**src/rtl/line_window_3row.sv**
```systemverilog
// line_window_3row: buffers the previous LEN-1 raster lines in circular line
// buffers and emits, per valid input pixel, a vertical column of LEN pixels
// with the vsync/hsync/reuse/valid sideband expected by the window stages.
module line_window_3row #(
    parameter int unsigned WIDTH = 27,
    parameter int unsigned LEN   = 3,
    parameter int unsigned IMG_W = 32
) (
    input  logic                    i_sclk,
    input  logic                    i_rst_n,
    input  logic                    i_vsync,
    input  logic                    i_hsync,
    input  logic                    i_valid,
    input  logic signed [WIDTH-1:0] i_tdata,
    output logic                    o_vsync,
    output logic                    o_hsync,
    output logic                    o_reuse,
    output logic                    o_valid,
    output logic signed [WIDTH-1:0] o_tdata [LEN-1:0],
    output logic                    o_err
);

    localparam int unsigned CW = (IMG_W > 1) ? $clog2(IMG_W) : 1;
    localparam int unsigned RW = (LEN > 1) ? $clog2(LEN) : 1;
    localparam logic [CW-1:0] ColLast = CW'(IMG_W - 1);
    localparam logic [RW-1:0] RowFull = RW'(LEN - 1);

    logic [CW-1:0] col_q, col_d, wr_col;
    logic [RW-1:0] row_q, row_d, row_eff;
    logic          line_end;
    logic          row_full;
    logic          reuse_pend_q;

    // Line buffers: [0] holds the most recent complete line, [LEN-2] the oldest.
    logic signed [WIDTH-1:0] lb_mem [LEN-2:0][IMG_W-1:0];
    logic signed [WIDTH-1:0] lb_rd  [LEN-2:0];

    // Column/row bookkeeping: a sync pulse restarts the line before the pixel lands.
    always_comb begin
        wr_col   = (i_vsync || i_hsync) ? '0 : col_q;
        row_eff  = i_vsync ? '0 : row_q;
        col_d    = (i_vsync || i_hsync) ? '0 : col_q;
        row_d    = row_eff;
        line_end = i_valid && (wr_col == ColLast);
        row_full = (row_eff == RowFull);
        if (i_valid) begin
            if (wr_col == ColLast) begin
                col_d = '0;
                if (!row_full) begin
                    row_d = row_eff + RW'(1);
                end
            end else begin
                col_d = wr_col + CW'(1);
            end
        end
        for (int k = 0; k < int'(LEN) - 1; k++) begin
            lb_rd[k] = lb_mem[k][wr_col];
        end
    end

    // Line-buffer write: read-before-write shift of the column down the buffer chain.
    always_ff @(posedge i_sclk) begin
        if (i_valid) begin
            lb_mem[0][wr_col] <= i_tdata;
            for (int k = 1; k < int'(LEN) - 1; k++) begin
                lb_mem[k][wr_col] <= lb_rd[k-1];
            end
        end
    end

    // Counters, sideband pulses and sticky error flag.
    always_ff @(posedge i_sclk or negedge i_rst_n) begin
        if (!i_rst_n) begin
            col_q        <= '0;
            row_q        <= '0;
            o_vsync      <= 1'b0;
            o_hsync      <= 1'b0;
            o_valid      <= 1'b0;
            reuse_pend_q <= 1'b0;
            o_reuse      <= 1'b0;
            o_err        <= 1'b0;
        end else begin
            col_q        <= col_d;
            row_q        <= row_d;
            o_vsync      <= i_vsync;
            o_hsync      <= i_hsync && !i_vsync && (row_q == RowFull);
            o_valid      <= i_valid && row_full;
            // Line-end marker trails the final column by one cycle.
            reuse_pend_q <= line_end && row_full;
            o_reuse      <= reuse_pend_q;
            if (i_vsync) begin
                o_err <= 1'b0;
            end else if (i_hsync && (col_q != '0)) begin
                o_err <= 1'b1;
            end
        end
    end

    // Output column register; holds its value across non-valid cycles.
    always_ff @(posedge i_sclk or negedge i_rst_n) begin
        if (!i_rst_n) begin
            for (int k = 0; k < int'(LEN); k++) begin
                o_tdata[k] <= '0;
            end
        end else if (i_valid) begin
            o_tdata[LEN-1] <= i_tdata;
            for (int k = 0; k < int'(LEN) - 1; k++) begin
                o_tdata[int'(LEN) - 2 - k] <= lb_rd[k];
            end
        end
    end

endmodule

```
**config.mk**
```make
export PLATFORM = sky130hd
export DESIGN_NAME = line_window_3row
export DESIGN_NICKNAME = d
export VERILOG_FILES = /design/src/rtl/line_window_3row.sv
export SDC_FILE = /design/constraint.sdc
export NUM_CORES = 2
export LEC_CHECK = 0
export ABC_AREA = 0
export CORE_MARGIN = 2
export CORE_UTILIZATION = 56
export DETAILED_ROUTE_END_ITERATION = 7
export GPL_ROUTABILITY_DRIVEN = 0
export PLACE_DENSITY = 0.86
export SETUP_SLACK_MARGIN = 0.02
export SLEW_MARGIN = 20
export SYNTH_ARGS = -nofsm -noshare
export SYNTH_HDL_FRONTEND = slang
export SYNTH_SLANG_ARGS = --single-unit
```
**constraint.sdc**
```tcl
create_clock -name i_sclk -period 6.37 [get_ports i_sclk]
set_input_delay 0.9555 -clock i_sclk [delete_from_list [all_inputs] [get_ports i_sclk]]
set_output_delay 0.9555 -clock i_sclk [all_outputs]
set_load 0.005 [all_outputs]
```
==> flow_summary.ini <==
[outcome]
status = finished, violations left
violations = DRC

[yosys]
synthFlopType = edfxtp_1
ys_top_cells_by_area = edfxtp_1, mux2i_1, mux2_2
mappedNetlistArea_um2 = 70100
synthCells = 4005
async_reset_ff_frac = 0.0516
yosysTopAreaCell = edfxtp_1
ys_seq_area_frac = 0.774
synth.distinct_cells = 54
ys_warn_count = 0
synth_edf_count = 1728
ys_ff_latch = 1822
synth_top_area_frac = 0.740
syn_nets = 4042
avgSynthCellArea_um2 = 17.5

[floorplanning]
die_x_um = 358
coreArea_um2 = 124000
start_util = 0.566
pin_count = 118
rows = 129
die_y_um = 358
dieArea_um2 = 128000

[sta]
tns_ns = 0
worst_slack_ns = 1.47
fin_crit_sh = 0.769
maxClockFrequency_mhz = 204
slew-limit-headroom = 0.226
timing.final.crit_period_ns = 4.90
setup_viol = 0
grt_setup_unrepaired = false
slew_violations = 0
worst_pin_slew_ns = 1.16
fin_skew_ns = 0.0356
final-hold-violation-count = 0

[placed_design]
dp.cells = 5620
io_buffers = 117
place_ws_ns = 1.13
dp_hpwl_um = 102000

[route]
routed_wl_um = 199000
drc_errors = 9
drt_iter0_markers = 7908
num_vias = 42600
ant_nets = 0
dr.pass1.iters = 8
wl_per_cell_um = 33.6
avgViaCountPerCell = 7.17

[power]
p_per_area_nw_per_um2 = 313
ir_drop_uv = 254
power.leakage_nw = 25.3

[global_route]
first_global_vias = 42900
grt.total_usage = 0.309
grt_max_degree = 140
grt_antenna_before_repair = 2
grt_remaining_overflow = 0
grt_pass1_wl_um = 286000

[hold_path]
hp-class = in -> async

[setup_path]
cp_num_buf_inv = 2
path_common_cell = buf_12
path_max_fanout = 114
critPathArrivalTime_ns = 5.14
critPathRequiredTime_ns = 6.61
cp-end-kind = flop
slowest_stage = nand3_1
crit_chain = buf_12, nor2_4, buf_12, o21ai_0, a21oi_1, a2111oi_1, nand3_1
crit_family = simple AND/OR/NAND/NOR gates
worstSetupPathType = reg -> reg
slowest_delay_ns = 0.93
cp-start-kind = flop

[clock_network]
cts_tree = built
clock_latency_ns = 0.81
clk_pin_slew_ns = 0.06
cts-htree-levels = 4
cts_made_buffers = 168
cts_resized = 0
clock_path_buffers = 3
clockRootBuffer = clkbuf_16
hold_buffers = 0
cts_sinks = 1822
cts_setup_buffers = 0

[finish]
finalNetCount = 4190
area_growth_syn_to_layout_pct = 13.0
layout-drive-gt1-share = 0.162
num_antenna_cells = 0
fillCellCount = 7633
final_cells = 5936

[flow_run]
maxCapViolCount = 0
-- synthesized netlist by cell type, types with 5 or more instances --
library cell,n
a2111oi_0,27
a2111oi_1,7
a2111oi_2,20
a211o_1,108
a211oi_1,70
a21boi_0,16
a21o_1,11
a21oi_1,162
a221o_1,27
a222oi_1,81
a22oi_1,91
a311o_1,16
a41oi_1,54
and2_0,5
and2_1,25
buf_1,24
buf_2,84
buf_4,16
clkbuf_1,164
dfrtp_1,94
edfxtp_1,1728
ha_1,5
mux2_2,212
mux2i_1,243
nand2_1,110
nand2b_1,29
nand3_1,55
nor2_1,162
nor2b_1,16
nor3_1,11
o2111a_1,27
o2111ai_1,27
o211ai_1,38
o21ai_0,112
o2bb2ai_1,97
-- through the flow --
stage	total power, mW	hold slack [ns]	instance area [um^2]	util
final	24.8	0.232	79200	0.639
after global routing	25.3	0.268	79200	0.639
after CTS	24.8	0.227	79300	0.640
after detailed placement	15.0	0.338	73800	0.595
after global placement	14.9	0.358	73800	0.595
after floorplan	14.3	0.331	70200	-
-- flip-flops by register name (all words and copies together) (netlist names) --
name and cells:
o_valid 1, lb_mem 1728, reuse_pend_q 1, o_reuse 1, col_q 5, o_vsync 1
o_err 1, row_q 2, o_hsync 1, o_tdata 81
-- cell usage in the layout, fill, tap and decap left out, types with 70 or more instances in the layout --
master / n
o21ai_0: 112
buf_4: 128
a21oi_1: 162
nor2_1: 137
mux2_2: 212
mux2i_1: 243
clkbuf_16: 168
a222oi_1: 81
a211o_1: 108
a211oi_1: 70
clkdlybuf4s50_1: 95
nand2_1: 110
o2bb2ai_1: 97
edfxtp_1: 1728
dfrtp_1: 93
a22oi_1: 91
-- metal layers --
layer | global-route usage | part of all wire | vias to the layer above | wire length [um]
li1 | - | - | 16600 | -
met1 | 0.395 | 0.32 | 20700 | 64100
met2 | 0.477 | 0.46 | 4232 | 90900
met3 | 0.0900 | 0.15 | 1003 | 30200
met4 | 0.175 | 0.070 | 4 | 14000
met5 | 0 | 0.00017 | - | 33
-- power breakdown --
| part | internal [mW] | switching [mW] | total [mW] |
|---|---|---|---|
| Clock | 5.57 | 4.47 | 10.0 |
| Sequential | 13.3 | 0.102 | 13.4 |
| Combinational | 0.481 | 0.890 | 1.37 |
| Total | 19.3 | 5.46 | 24.8 |
-- kinds of logic (layout without fill, tap and decap cells) --
family | after synthesis | count (layout) | share of synthesized area
flip-flops | 1822 | 1822 | 0.774
AO/OA/AOI/OAI | 993 | 993 | 0.110
multiplexers | 455 | 455 | 0.0687
AND/OR/NAND/NOR | 435 | 435 | 0.0282
buffers and inverters | 293 | 587 | 0.0180
adder cells (fa/ha/maj) | 5 | 5 | 0.000892
XOR/XNOR | 2 | 2 | 0.000250
-- final timing paths --
check,startpoint,endpoint,slack (ns),cells past startpoint
hold / removal,i_rst_n,o_valid,0.23,1
setup reg to reg,col_q[0],lb_mem[0][1078],1.47,7
hold reg to reg,reuse_pend_q,o_reuse,0.36,0
setup / recovery,col_q[0],lb_mem[0][1078],1.47,7
max in group asynchronous,i_rst_n,o_tdata[35],4.86,2
min in group i_sclk,reuse_pend_q,o_reuse,0.36,0
-- area by class of cell --
type | instances | area [um^2] | share of cell area
Multi-Input combinational cell | 1890 | 15000 | 0.189
Clock buffer | 223 | 4540 | 0.0573
Inverter | 5 | 26.3 | 0.000332
Tap cell | 1637 | 2050 | 0.0258
Sequential cell | 1822 | 54200 | 0.685
Clock inverter | 93 | 976 | 0.0123
Timing Repair Buffer | 266 | 2450 | 0.0310
Power figures use the tool's default switching activity.
